--- src/rtl/tdm_pkg.sv ---
// Shared types for the 8-lane TDM link.
// Used by both the multiplexer and demultiplexer sides.
package tdm_pkg;

  localparam int TDM_LANES = 8;
  localparam int TDM_SEL_W = $clog2(TDM_LANES);

  typedef enum logic {
    HUNT = 1'b0,
    RUN  = 1'b1
  } state_e;

  typedef logic [TDM_SEL_W-1:0] slot_t;

endpackage

--- src/rtl/tdm_demultiplexer_1_to_8_if.sv ---
// Serial-in / parallel-out handshake bundle
// for the TDM demultiplexer.
interface tdm_demultiplexer_1_to_8_if #(
  parameter int N_LANES = 8
);

  logic               in_valid;
  logic               in_ready;
  logic               in_bit;
  logic               frame_sync;
  logic [N_LANES-1:0] out_lines;
  logic               out_valid;
  logic               out_ready;

  modport master (
    output in_valid,
    output in_bit,
    output frame_sync,
    output out_ready,
    input  in_ready,
    input  out_lines,
    input  out_valid
  );

  modport slave (
    input  in_valid,
    input  in_bit,
    input  frame_sync,
    input  out_ready,
    output in_ready,
    output out_lines,
    output out_valid
  );

endinterface

--- src/rtl/tdm_slot_counter.sv ---
// Wrapping slot index with load-to-1 and hold;
// flags the final slot of a frame.
module tdm_slot_counter #(
  parameter int SEL_W = 3
) (
  input  logic             clk,
  input  logic             rst_n,
  input  logic             hold_i,
  input  logic             load1_i,
  output logic [SEL_W-1:0] cnt_o,
  output logic             last_o
);

  logic [SEL_W-1:0] cnt_q;
  logic [SEL_W-1:0] cnt_d;

  // resync load wins over counting; power-of-2 size wraps naturally
  always_comb begin
    cnt_d = cnt_q;
    if (load1_i) begin
      cnt_d = SEL_W'(1);
    end else if (!hold_i) begin
      cnt_d = cnt_q + SEL_W'(1);
    end
  end

  // slot index register
  always_ff @(posedge clk or negedge rst_n) begin
    if (!rst_n) begin
      cnt_q <= '0;
    end else begin
      cnt_q <= cnt_d;
    end
  end

  assign cnt_o  = cnt_q;
  assign last_o = &cnt_q;

endmodule

--- src/rtl/tdm_demultiplexer_1_to_8.sv ---
// Receive side of the 8-lane TDM link: serial
// slots gathered into parallel frames on valid/ready.
module tdm_demultiplexer_1_to_8
  import tdm_pkg::*;
#(
  parameter int N_LANES       = TDM_LANES,
  parameter bit SYNC_REQUIRED = 1'b1
) (
  input  logic                       clk,
  input  logic                       rst_n,
  tdm_demultiplexer_1_to_8_if.slave  bus,
  output logic [$clog2(N_LANES)-1:0] slot,
  output logic                       locked,
  output logic                       sync_err
);

  localparam int SEL_W = $clog2(N_LANES);
  localparam state_e RST_ST = SYNC_REQUIRED ? HUNT : RUN;

  state_e             state_q;
  state_e             state_d;
  logic [N_LANES-1:0] shadow_q;
  logic [N_LANES-1:0] shadow_d;
  logic [N_LANES-1:0] out_lines_q;
  logic [N_LANES-1:0] out_lines_d;
  logic               out_valid_q;
  logic               out_valid_d;
  logic               sync_err_q;
  logic               sync_err_d;

  logic [SEL_W-1:0]   slot_q;
  logic               last;
  logic               hold;
  logic               load1;
  logic               in_ready;
  logic               acc;

  tdm_slot_counter #(
    .SEL_W (SEL_W)
  ) u_slot (
    .clk     (clk),
    .rst_n   (rst_n),
    .hold_i  (hold),
    .load1_i (load1),
    .cnt_o   (slot_q),
    .last_o  (last)
  );

  // only the completing slot stalls, and only
  // while the previous frame is still unconsumed
  assign in_ready = !(state_q == RUN && last &&
                      out_valid_q && !bus.out_ready);
  assign acc      = bus.in_valid && in_ready;

  // next-state, slot control, shadow and output word
  always_comb begin
    state_d     = state_q;
    shadow_d    = shadow_q;
    out_lines_d = out_lines_q;
    out_valid_d = out_valid_q;
    sync_err_d  = 1'b0;
    hold        = 1'b1;
    load1       = 1'b0;

    if (out_valid_q && bus.out_ready) begin
      out_valid_d = 1'b0;
    end

    unique case (state_q)
      HUNT: begin
        if (acc && bus.frame_sync) begin
          shadow_d[0] = bus.in_bit;
          load1       = 1'b1;
          state_d     = RUN;
        end
      end
      RUN: begin
        if (acc) begin
          unique case (1'b1)
            (bus.frame_sync && slot_q != '0): begin
              shadow_d[0] = bus.in_bit;
              load1       = 1'b1;
              sync_err_d  = 1'b1;
            end
            default: begin
              shadow_d[slot_q] = bus.in_bit;
              hold             = 1'b0;
              if (last) begin
                out_lines_d = {bus.in_bit,
                               shadow_q[N_LANES-2:0]};
                out_valid_d = 1'b1;
              end
            end
          endcase
        end
      end
      default: begin
        state_d = RST_ST;
      end
    endcase
  end

  // state, shadow and output registers
  always_ff @(posedge clk or negedge rst_n) begin
    if (!rst_n) begin
      state_q     <= RST_ST;
      shadow_q    <= '0;
      out_lines_q <= '0;
      out_valid_q <= 1'b0;
      sync_err_q  <= 1'b0;
    end else begin
      state_q     <= state_d;
      shadow_q    <= shadow_d;
      out_lines_q <= out_lines_d;
      out_valid_q <= out_valid_d;
      sync_err_q  <= sync_err_d;
    end
  end

  assign bus.in_ready  = in_ready;
  assign bus.out_lines = out_lines_q;
  assign bus.out_valid = out_valid_q;
  assign slot          = slot_q;
  assign locked        = (state_q == RUN);
  assign sync_err      = sync_err_q;

endmodule

--- src/flat_wrapper.sv ---
// flat-port wrapper written by rule: the top's interface ports become plain ports
module tdm_demultiplexer_1_to_8_flat import tdm_pkg::*;
#(
  parameter int N_LANES       = TDM_LANES,
  parameter bit SYNC_REQUIRED = 1'b1
)
  (clk, rst_n, slot, locked, sync_err, bus_in_valid, bus_in_bit, bus_frame_sync, bus_out_ready, bus_in_ready, bus_out_lines, bus_out_valid);
  tdm_demultiplexer_1_to_8_if #(.N_LANES(N_LANES)) bus_i ();
  input  logic clk;
  input  logic rst_n;
  output logic [$clog2(N_LANES)-1:0] slot;
  output logic locked;
  output logic sync_err;
  input wire logic [$bits(bus_i.in_valid)-1:0] bus_in_valid;
  input wire logic [$bits(bus_i.in_bit)-1:0] bus_in_bit;
  input wire logic [$bits(bus_i.frame_sync)-1:0] bus_frame_sync;
  input wire logic [$bits(bus_i.out_ready)-1:0] bus_out_ready;
  output wire logic [$bits(bus_i.in_ready)-1:0] bus_in_ready;
  output wire logic [$bits(bus_i.out_lines)-1:0] bus_out_lines;
  output wire logic [$bits(bus_i.out_valid)-1:0] bus_out_valid;
  assign bus_i.in_valid = bus_in_valid;
  assign bus_i.in_bit = bus_in_bit;
  assign bus_i.frame_sync = bus_frame_sync;
  assign bus_i.out_ready = bus_out_ready;
  assign bus_in_ready = bus_i.in_ready;
  assign bus_out_lines = bus_i.out_lines;
  assign bus_out_valid = bus_i.out_valid;
  tdm_demultiplexer_1_to_8 #(.N_LANES(N_LANES), .SYNC_REQUIRED(SYNC_REQUIRED)) u_core (.clk(clk), .rst_n(rst_n), .bus(bus_i), .slot(slot), .locked(locked), .sync_err(sync_err));
endmodule
--- config.mk ---
export PLATFORM = sky130hd
export DESIGN_NAME = tdm_demultiplexer_1_to_8_flat
export DESIGN_NICKNAME = d
export VERILOG_FILES = /design/src/rtl/tdm_pkg.sv /design/src/rtl/tdm_demultiplexer_1_to_8_if.sv /design/src/rtl/tdm_slot_counter.sv /design/src/rtl/tdm_demultiplexer_1_to_8.sv /design/src/flat_wrapper.sv
export SDC_FILE = /design/constraint.sdc
export NUM_CORES = 1
export LEC_CHECK = 0
export CORE_UTILIZATION = 40
export CTS_BUF_LIST = sky130_fd_sc_hd__clkbuf_8
export CTS_CLUSTER_DIAMETER = 100
export DETAILED_ROUTE_END_ITERATION = 10
export HOLD_SLACK_MARGIN = 0.1
export PLACE_DENSITY = 0.66
export SLEW_MARGIN = 30
export SYNTH_ARGS = -nofsm -noshare
export SYNTH_HDL_FRONTEND = slang
export SYNTH_SLANG_ARGS = --single-unit
--- constraint.sdc ---
create_clock -name clk -period 2.4 [get_ports clk]
set_clock_uncertainty 0.2 [all_clocks]
set_input_delay 0.6 -clock clk [delete_from_list [all_inputs] [get_ports clk]]
set_output_delay 0.6 -clock clk [all_outputs]
set_load 0.03 [all_outputs]
==> results of run 1 <==
[layer usage]
| metal | vias to the layer above | wire length, um | global-route usage |
|---|---|---|---|
| li1 | 317 | - | - |
| met1 | 339 | 882 | 0.225 |
| met2 | 12 | 836 | 0.257 |
| met3 | 2 | 45 | 0.0298 |
| met4 | 0 | 9 | 0.0556 |
| met5 | - | 0 | 0 |
[registers in the layout, indices dropped and copies added (netlist names)]
name / flops
u_core.sync_err: 1
u_core.bus.out_valid: 1
u_core.u_slot.cnt_o: 3
u_core.bus.out_lines: 8
u_core.shadow_q: 7
u_core.locked: 1
[cells by family after synthesis]
logic type                 count (synthesis)  synth area share
adders and majority gates                  3            0.0391
muxes                                     16             0.190
and+or+nand+nor                           21             0.140
AOI/OAI and AO/OA                          7            0.0756
buffers and inverters                      2           0.00783
DFF                                       21             0.548
[critical path: stages (launching register included)]
cell and delay, ns:
dfrtp_2 0.45, ha_1 0.21, ha_1 0.25, nand4b_1 0.15
buf_4 0.17
[power by group through the flow]
| stage | Clock (mW) | Sequential, mW | Combinational [mW] |
|---|---|---|---|
| 6_report | 0.221 | 0.546 | 0.543 |
| 3_3_place_gp | 0 | 0.549 | 0.537 |
| 4_1_cts | 0.227 | 0.547 | 0.548 |
| 2_1_floorplan | 0 | 0.669 | 0.207 |
| 3_5_place_dp | 0 | 0.554 | 0.545 |
| 5_1_grt | 0.237 | 0.566 | 0.586 |
[area by class of cell]
class	instances	area share
well taps	28	0.0268
clock buffers	3	0.0316
flip-flops and latches	21	0.403
multi-input cells	47	0.327
clock inverters	1	0.00287
repair buffers	29	0.203
inverters	2	0.00575
[final timing paths]
kind,cells after the start,start,to,slack (ns)
max,4,u_core.u_slot.cnt_o[0],bus_in_ready,0.10
min,1,u_core.bus.out_lines[7],u_core.bus.out_lines[7],0.31
max reg2reg,6,u_core.u_slot.cnt_o[0],u_core.shadow_q[4],0.20
min reg2reg,1,u_core.bus.out_lines[7],u_core.bus.out_lines[7],0.31
max in group asynchronous,2,rst_n,u_core.u_slot.cnt_o[0],1.29
min in group asynchronous,2,rst_n,u_core.u_slot.cnt_o[2],0.49
[synthesized netlist by cell type (all sizes together)]
master,number,area (um2)
a221oi,1,26.3
o211ai,1,7.51
a31oi,1,6.26
inv,2,7.51
nand3b,1,7.51
mux2i,1,10.0
mux2,15,173
a22o,2,17.5
nor2b,2,15.0
nand2,6,22.5
or3,2,13.8
nor3b,3,22.5
nand4,1,12.5
nand4b,1,8.76
nor2,4,17.5
ha,3,37.5
dfrtp,21,526
nand2b,1,13.8
a21o,2,15.0
[repair_timing]
| action | CTS | global route |
|---|---|---|
| gates resized for setup | 0 | 1 |
| setup endpoints to repair | 0 | 1 |
| hold endpoints to repair | 0 | 0 |
==> results_dict.tcl, run 1 <==
set metrics [dict create \
    synthCells 70 \
    start_util 0.430 \
    seq_area_um2 527 \
    pwr-share-seq 0.417 \
    die_h_um 51.0 \
    power.total_mw 1.31 \
    mostFrequentLayoutCells "20 x dfrtp_1, 19 x clkdlybuf4s50_1, 14 x mux2_2, 10 x buf_4, 6 x nand2_1" \
    ys_ff_latch 21 \
    combinationalPowerShare 0.415 \
    cts-root-buf "clkbuf_8" \
    place.gp.congestion 0.738 \
    clk_latency_ns 0.25 \
    dieWidth_um 51.0 \
    cts_buffers 3 \
    cts_setup_buffers 0 \
    area_growth_pct 36.1 \
    rows 17 \
    p_per_area_nw_per_um2 1000 \
    first_iter_violations 7 \
    antenna_cells 0 \
    p_leak_nw 0.596 \
    period_needed_ns 2.30 \
    htree_levels 1 \
    totalWireLength_um 1770 \
    slew_violations 0 \
    yosysWarnings 0 \
    grt_pass1_wl_um 3150 \
    cts.sinks 21 \
    hold_path_class "register to register" \
    path_clk_slew_ns 0.07 \
    postCtsHoldBufs 0 \
    die_area_um2 2600 \
    slew_headroom 0.793 \
    clockPowerShare 0.168 \
    track_usage 0.163 \
    dp_slack_ns -0.0148 \
    worstPathArrival_ns 1.50 \
    status "finished, final reports clean" \
    syn_area_per_cell_um2 13.7 \
    grt_antenna_before_repair 0 \
    drc_errors 0 \
    fin_cells 131 \
    syn-num-nets 79 \
    p_int_uw 860 \
    cp.required_ns 1.60 \
    nFillCells 188 \
    period_share 0.957 \
    worst_pin_slew_ns 0.310 \
    final_util 0.585 \
    hpwl_um 1330 \
    ir_drop_mv 0.638 \
    grt_setup_unrepaired "false" \
    via_per_inst 5.11 \
    grt_max_degree 22 \
    pin_count 21 \
    antenna_left 0 \
    drt_pass1_iterations 4 \
    hold_violations 0 \
    critPathMaxFanout 7 \
    coreArea_um2 2230 \
    final-setup-viol-count 0 \
    multi_input_area_um2 427 \
    overflow 0 \
    hold_ws_ns 0.307 \
    p_sw_frac 0.343 \
    ys_types 23 \
    fin_nets 113 \
    route.detailed.wl_per_inst_um 13.5 \
    placedInstanceArea_um2 1260 \
    endpoint_kind "output pin" \
    start_kind "register" \
    vias 670 \
    grt_pass1_vias 691 \
    clock_path_buffers 2 \
    dp.cells 127 \
    syn_area_um2 960 \
    layout_commonest_cell "dfrtp_1" \
    io_buffer_count 20 \
    final_area_um2 1310 \
    critPathKind "register to output pin" \
    layout-drive-gt1-share 0.340 \
    cts_tree "done" \
    setup_tns_ns 0 \
    max_clock_freq_mhz 435 \
    max_cap_viol_count 0 \
    yosysSeqAreaShare 0.548 \
    setup_ws_ns 0.103 \
    switchingPower_uw 449 \
]
No activity file was read; power rests on OpenSTA's default activity.
==> run 2: changes to the inputs <==
--- a/config.mk
+++ b/config.mk
@@ -7,7 +7,6 @@
 export LEC_CHECK = 0
 export CORE_UTILIZATION = 40
 export CTS_BUF_LIST = sky130_fd_sc_hd__clkbuf_8
-export CTS_CLUSTER_DIAMETER = 100
 export DETAILED_ROUTE_END_ITERATION = 10
 export HOLD_SLACK_MARGIN = 0.1
 export PLACE_DENSITY = 0.66
==> results of run 2 <==
The final DEF is identical to that of run 1; final timing and power are the same.
==> run 3: changes to the inputs <==
--- a/config.mk
+++ b/config.mk
@@ -5,11 +5,10 @@
 export SDC_FILE = /design/constraint.sdc
 export NUM_CORES = 1
 export LEC_CHECK = 0
-export CORE_UTILIZATION = 40
+export CORE_UTILIZATION = 35
 export CTS_BUF_LIST = sky130_fd_sc_hd__clkbuf_8
 export DETAILED_ROUTE_END_ITERATION = 10
 export HOLD_SLACK_MARGIN = 0.1
-export PLACE_DENSITY = 0.66
 export SLEW_MARGIN = 30
 export SYNTH_ARGS = -nofsm -noshare
 export SYNTH_HDL_FRONTEND = slang
==> run 3 against run 2 <==
  * Cell area grew 0.57%
  * Setup slack lost 0.0041 ns
  * Largest cell class unchanged
  * Routed wire length grew 0.11%
  * Fmax shrank 0.18%
  * Sequential share of layout area shrank 0.23 points
  * Largest power group unchanged
==> results_dict.tcl, run 3 (same netlist as run 1, synthesis figures left out) <==
set metrics [dict create \
    status "finished, final reports clean" \
    cts.sinks 21 \
    die_area_um2 2960 \
    cp.required_ns 1.60 \
    totalWireLength_um 1780 \
    pin_count 21 \
    htree_levels 1 \
    fin_nets 112 \
    cts_tree "done" \
    p_per_area_nw_per_um2 998 \
    hold_violations 0 \
    final_util 0.516 \
    postCtsHoldBufs 0 \
    coreArea_um2 2540 \
    final_area_um2 1310 \
    layout-drive-gt1-share 0.333 \
    io_buffer_count 20 \
    pwr-share-seq 0.415 \
    hold_path_class "register to register" \
    clock_path_buffers 2 \
    grt_pass1_wl_um 2930 \
    cts_setup_buffers 0 \
    mostFrequentLayoutCells "20 x dfrtp_1, 19 x clkdlybuf4s50_1, 14 x mux2_2, 8 x buf_4, 6 x nand2_1" \
    critPathKind "register to output pin" \
    hpwl_um 1300 \
    placedInstanceArea_um2 1270 \
    via_per_inst 4.86 \
    drt_pass1_iterations 4 \
    endpoint_kind "output pin" \
    slew_violations 0 \
    grt_pass1_vias 628 \
    hold_ws_ns 0.305 \
    start_util 0.377 \
    worst_pin_slew_ns 0.313 \
    cts-root-buf "clkbuf_8" \
    p_int_uw 861 \
    overflow 0 \
    path_clk_slew_ns 0.07 \
    rows 18 \
    final-setup-viol-count 0 \
    period_needed_ns 2.30 \
    largest_register_ff_count 8 \
    ctsResizeCount 0 \
    die_h_um 54.4 \
    p_leak_nw 0.593 \
    first_iter_violations 5 \
    worstPathArrival_ns 1.50 \
    period_share 0.959 \
    slew_headroom 0.790 \
    drc_errors 0 \
    critPathMaxFanout 7 \
    p_sw_frac 0.343 \
    place.gp.congestion 0.754 \
    antenna_cells 0 \
    antenna_left 0 \
    vias 642 \
    clockPowerShare 0.173 \
    track_usage 0.151 \
    clk_latency_ns 0.26 \
    cts_buffers 3 \
    area_growth_pct 36.9 \
    start_kind "register" \
    combinationalPowerShare 0.412 \
    ir_drop_mv 0.710 \
    max_clock_freq_mhz 435 \
    max_cap_viol_count 0 \
    switchingPower_uw 450 \
    layout_commonest_cell "dfrtp_1" \
    grt_setup_unrepaired "false" \
    dieWidth_um 54.4 \
    grt_max_degree 22 \
    grt_antenna_before_repair 0 \
    route.detailed.wl_per_inst_um 13.5 \
]
## run 3: changes by cell type in the layout (fill, tap and decap cells not counted)
cell and change:
buf_4 -2, buf_12 +1
## run 3: cell type report
| type | count | area (um2) |
|---|---|---|
| inverters | 2 | 7.51 |
| flip-flops and latches | 21 | 527 |
| repair buffers | 28 | 270 |
| clock buffers | 3 | 41.3 |
| multi-input cells | 47 | 427 |
| well taps | 30 | 37.5 |
| clock inverters | 1 | 3.75 |
| fillers | 236 | 1230 |
## run 3: worst max-delay path, cell delays in order (launching register included)
cell,delay [ns]
dfrtp_2,0.45
ha_1,0.21
ha_1,0.25
nand4b_1,0.15
buf_4,0.17
## run 3: stage by stage
step / worst slack, ns / power (mW) / TNS (ns) / std cells
floorplan: 0.0187 / 0.877 / 0 / 70
global placement: 0.0276 / 1.09 / 0 / 128
detailed placement: -0.0506 / 1.10 / -0.0597 / 128
CTS: 0.0685 / 1.33 / 0 / 132
global route: 0.0196 / 1.39 / 0 / 132
finish: 0.0992 / 1.31 / 0 / 132
## run 3: power by group through the flow
stage / Clock (mW) / Sequential [mW] / Combinational, mW
after CTS: 0.237 / 0.546 / 0.546
after floorplan: 0 / 0.669 / 0.207
after detailed placement: 0 / 0.551 / 0.545
final: 0.226 / 0.544 / 0.540
after global routing: 0.253 / 0.563 / 0.579
after global placement: 0 / 0.549 / 0.539
## run 3: worst paths after layout
| path | cells after the start | end | slack, ns | start |
|---|---|---|---|---|
| worst max-delay path | 4 | bus_in_ready | 0.1 | u_core.u_slot.cnt_o[0] |
| worst min-delay path | 1 | u_core.shadow_q[0] | 0.31 | u_core.shadow_q[0] |
| worst max register to register | 6 | u_core.shadow_q[4] | 0.22 | u_core.u_slot.cnt_o[0] |
| worst min register to register | 1 | u_core.shadow_q[0] | 0.31 | u_core.shadow_q[0] |
| max in group asynchronous | 2 | u_core.u_slot.cnt_o[0] | 1.30 | rst_n |
| min in group asynchronous | 2 | u_core.u_slot.cnt_o[1] | 0.47 | rst_n |
## run 3: per-layer routing
layer  global-route usage  vias up  share of wire
met3               0.0611        4          0.035
met2                0.201       12           0.44
met5                    0        -              0
li1                     -      318              -
met1                0.198      308           0.51
met4               0.0983        0          0.020
==> RTL edit 1: new RTL, config.mk and constraints of run 3 <==
The package constant `TDM_LANES` goes from 8 to 4.
--- a/src/rtl/tdm_pkg.sv
+++ b/src/rtl/tdm_pkg.sv
@@ -2,7 +2,7 @@
 // Used by both the multiplexer and demultiplexer sides.
 package tdm_pkg;
 
-  localparam int TDM_LANES = 8;
+  localparam int TDM_LANES = 4;
   localparam int TDM_SEL_W = $clog2(TDM_LANES);
 
   typedef enum logic {
Interface: changed (resized bus_out_lines and slot); port bits go from 21 to 16. No check against the original RTL was run, so the function may have changed too.
==> RTL edit 1 against run 3 <==
  * Setup slack better by 0.0021 ns
  * Design area shrank 36%
  * Area after synthesis fell by 38%
  * Sequential cell count decreased by 9
  * Utilization is 2.5 points higher
  * Power is 28% lower
  * Final cell count fell by 36%
  * Wire length fell by 38%
  * Sequential power down 40%
  * Critical endpoint unchanged
==> RTL edit 1: results (changes against run 3) <==
Run status
  – Status: finished, final reports clean

Placed design
  – HPWL after detailed placement: 815 um (-37%)
  – Post-placement worst setup slack: -0.0254 ns (+0.0252 ns)
  – Port bufs: 15 (-25%)
  – Placed Cells incl. Taps: 81 (-37%)
  – Routability cong.: 0.714 (-5.4%)

Layout
  – Multi-input gate count: 33 (-30%)
  – Non-clock inverters: 3 (+1)
  – Share of cells above drive strength 1: 21.7% (-12 points)
  – Clock buffers: 4 (+1)
  – Largest register FFs: 4 (-4)
  – Layout Nets: 80 (-29%)
  – Register Area: 300 sq um (-43%)
  – Non-clk buf share: 19.5% (-1.1 points)
  – Non-filler cells, final: 85 (-36%)
  – ClkCell Share: 6.60% (+3.2 points)
  – Multi-input gate share of total cell area: 34.2% (+1.7 points)
  – Non-CTS buffers: 17 (-39%)

STA
  – Slew @ Worst Pin: 0.540 ns (+0.226 ns)
  – Fin worst setup slack: 0.101 ns (+0.00206 ns)

Global route
  – Pin count of the biggest net entering global routing: 13 (-41%)
  – GRT Util Overall: 15.3% (+0.23 points)
  – Vias in the first global route: 420 (-33%)
  – First-pass GRT wire length: 1.95 mm (-34%)

Power
  – VDD IR max: 710 uV (about the same)
  – Combinational logic power: 0.401 mW (-26%)
  – Clock share of power: 23.5% (+6.2 points)
  – Leakage: 0.376 nW (-37%)

Detailed routing
  – Vias post-DR: 451 (-30%)
  – Initial DRC Count: 10 (+5)
  – WL/cell: 12.9 um (-4.1%)

Worst setup path
  – FF-to-FF End: u_core.bus.out_lines[0]
  – FF-to-FF path depth: 4 (-2)
  – Flop-to-flop setup slack: 0.42 ns (+0.20 ns)
  – Setup crit start: bus_out_ready
  – Reg2Reg Launch Point: u_core.u_slot.cnt_o[1]
  – CP max FO: 4 (-3)

Logic synthesis
  – Commonest cells post-synth: dfrtp_1 (12), mux2_2 (7), ha_1 (4), nand2_1 (4), inv_1 (3)
  – Register bit total from synthesis: 12 (-43%)
  – Dominant cells by area after synthesis: dfrtp_1 (50%), mux2_2 (13%), ha_1 (8.4%)
  – Syn Nets: 58 (-27%)
  – Sequential area share after synthesis: 50.3% (-4.4 points)
  – Adder-Cell Fraction of Synth Area: 8.39% (+4.5 points)
  – Synth Area in Compound Gates: 5.45% (-2.1 points)
  – Mux contribution to synthesized area: 14.9% (-4.2 points)
  – Syn avg cell area: 12.4 sq um (-9.3%)

Worst hold path
  – Hold EP: u_core.shadow_q[2]
  – Hold_sp: u_core.shadow_q[2]

CTS
  – Latest clock arrival within the worst-skew pair: 0.24 ns (-0.02 ns)
  – Clk pin slew, worst setup/hold paths: 0.05 ns (-0.02 ns)
==> RTL edit 1: metal layers <==
layer  GRT usage, %  share of wire (%)  vias up
met4           12.7                4.2        0
met5              0                  0        -
li1               -                  -      217
met3           4.26                7.7        5
met1           21.2                 50      211
met2           19.1                 38       18
==> RTL edit 1: cell families (layout without fill, tap and decap cells) <==
family	count (synthesis)	count (layout)
fa+ha+maj	4	4
buf+inv	3	24
compound gates	4	4
mux	8	8
simple gates	17	17
flops	12	12
==> RTL edit 1: per-stage QoR <==
stage                     area, sq um  util [%]  TNS [ns]  hold WS (ns)  power [mW]
after global placement            779      50.6  -0.00894         0.292       0.735
final                             835      54.1         0         0.301       0.948
after CTS                         835      54.1         0         0.304       0.963
after floorplan                   597         -         0         0.104       0.576
after detailed placement          779      50.6   -0.0799         0.288       0.734
after global routing              835      54.1         0         0.321        1.01
==> RTL edit 1: critical path, delay by kind of cell <==
kind	cells	cell delay (ns)
buffers and inverters	2	0.66
AND/OR/NAND/NOR	1	0.25
==> RTL edit 2: new RTL, flow settings as in run 3 <==
Made on the original files. Make the reset (`rst_n`) synchronous in 2 clocked blocks.
--- a/src/rtl/tdm_slot_counter.sv
+++ b/src/rtl/tdm_slot_counter.sv
@@ -25,7 +25,7 @@
   end
 
   // slot index register
-  always_ff @(posedge clk or negedge rst_n) begin
+  always_ff @(posedge clk) begin
     if (!rst_n) begin
       cnt_q <= '0;
     end else begin
--- a/src/rtl/tdm_demultiplexer_1_to_8.sv
+++ b/src/rtl/tdm_demultiplexer_1_to_8.sv
@@ -101,7 +101,7 @@
   end
 
   // state, shadow and output registers
-  always_ff @(posedge clk or negedge rst_n) begin
+  always_ff @(posedge clk) begin
     if (!rst_n) begin
       state_q     <= RST_ST;
       shadow_q    <= '0;
Behaviour: differs if rst_n is asserted again (counterexample within 4 cycles, from zero or initial values and one cycle with rst_n low); with rst_n held inactive, the same outputs for 10 cycles.
==> RTL edit 2 against run 3 <==
  * Hold slack worse by 0.045 ns
  * Wire length is 2.3% lower
  * Design area is 5.3% lower
  * Setup slack worse by 0.013 ns
  * Area after synthesis is 0.13% higher
  * Utilization is 2.8 points lower
  * Sequential cell count stayed put
  * Non-clock buffer count is 4 lower
  * Via count is 16% higher
  * Sequential share of layout area is 6.1 points lower
Power is not compared: it rests on default switching activity, and its combinational part moved more than twofold at a synthesized area within 25%.
==> RTL edit 2: results (changes against run 3) <==
Run status
  – Status: finished, final reports clean

CTS
  – Root Driver: clkbuf_8
  – Clk pin slew, worst setup/hold paths: 0.08 ns
  – Latest clock arrival within the worst-skew pair: 0.26 ns (about the same)
  – Number of setup buffers added after CTS: 0 (unchanged)

Worst hold path
  – Hold_sp: u_core.bus.out_lines[6]
  – Hold EP: u_core.bus.out_lines[6]
  – Hold depth: 2 (+1)

Worst setup path
  – CP max-delay cell: clkdlybuf4s50_1
  – Reg2Reg Launch Point: u_core.u_slot.cnt_o[1]
  – CP max FO: 7 (unchanged)
  – FF-to-FF End: u_core.bus.out_lines[0]
  – Critical Path AT: 1.51 ns
  – Flop-to-flop setup slack: 0.35 ns (+0.13 ns)
  – Crit path largest cell delay: 0.73 ns (+0.28 ns)
  – CP top delay family: buffers and inverters
  – Setup crit start: u_core.u_slot.cnt_o[2]
  – CP Capture Point: slot[2]

Logic synthesis
  – Dominant cells by area after synthesis: dfxtp_1 (44%), mux2i_1 (18%), nand2_1 (7.8%)
  – Main flop type after synthesis: dfxtp_1
  – Commonest cells post-synth: dfxtp_1 (21), nand2_1 (20), mux2i_1 (17)
  – Ys Warns: 0 (unchanged)
  – Async S/R FF share, synth: 0% (-100 points)
  – Syn Nets: 110 (+39%)
  – Sequential area share after synthesis: 43.8% (-11 points)

Global route
  – Vias in the first global route: 653 (+4.0%)
  – Met2 Use GR: 22.0% (+1.8 points)
  – Pin count of the biggest net entering global routing: 22 (unchanged)
  – Met3 Resource Use GR: 6.11% (unchanged)
  – GRT Util Overall: 14.3% (-0.78 points)
  – First-pass GRT wire length: 2.97 mm (+1.6%)
  – Antenna violations before repair: 0 (unchanged)
  – Met1 Use GR: 18.2% (-1.6 points)

STA
  – Hold_ws: 0.261 ns (-0.0446 ns)
  – Slew @ Worst Pin: 0.470 ns (+0.157 ns)

Detailed routing
  – DRC: 0 (unchanged)
  – Aggregate routed wire length: 1.74 mm (-2.3%)
  – Initial DRC Count: 4 (-1)
  – Drt via density: 4.82 (-0.93%)

Power
  – Internal cell power: about 0.5 mW
  – Leakage: between 0.5 and 0.6 nW
  – VDD IR max: 419 uV
  – Combinational Power Share: slightly below 10%
  – Clock share of power: 36.1%

Placed design
  – Routability cong.: 0.816 (+8.2%)
  – Port bufs: 20 (unchanged)
  – HPWL after detailed placement: 1.25 mm (-4.3%)

Layout
  – Share of cells above drive strength 1: 11.3% (-22 points)
  – Layout Nets: 134 (+20%)
-- RTL edit 2: changes by cell type after synthesis, sizes merged, moves of 3 or more --
cell and change:
nor3b -3, o2111ai +3, clkbuf +3, dfxtp +21
nor3 +4, mux2i +16, nand2 +14, dfrtp -21
mux2 -15, inv +4
-- RTL edit 2: cell type report --
type / instances / area (sq um)
multi-input combinational: 69 / 484
clock inverter: 1 / 7.51
sequential: 21 / 423
fill: 252 / 1300
inverter: 6 / 22.5
clock buffer: 3 / 41.3
tap: 30 / 37.5
timing repair buffer: 24 / 228
-- RTL edit 2: what timing repair did --
item,4_1_cts,5_1_grt
resized for setup,0,2
endpoints found under the setup margin,0,1
hold buffers,0,0
-- RTL edit 2: through the flow --
step	utilization [%]	setup WS, ns	cells	instance area (sq um)
after floorplan	-	0.314	101	961
after detailed placement	46.9	0.0505	150	1190
final	48.9	0.0866	154	1240
after global placement	46.9	0.0678	150	1190
after global routing	48.9	0.0150	154	1240
after CTS	48.8	0.00332	154	1240
-- RTL edit 2: logic make-up (layout without fill, tap and decap cells) --
kind of cell	count (synthesis)	after routing	synth area share, %
and+or+nand+nor	40	40	22.1
buffers and inverters	11	34	5.86
AOI/OAI and AO/OA	9	9	6.64
DFF	21	21	43.7
adders and majority gates	3	3	3.91
muxes	17	17	17.7
-- RTL edit 2: layer usage --
| layer | share of wire [%] | up-vias | routed length (um) |
|---|---|---|---|
| li1 | - | 387 | - |
| met4 | 0.58 | 0 | 10 |
| met5 | 0 | - | 0 |
| met3 | 4.1 | 2 | 71 |
| met2 | 46 | 14 | 791 |
| met1 | 50 | 339 | 862 |
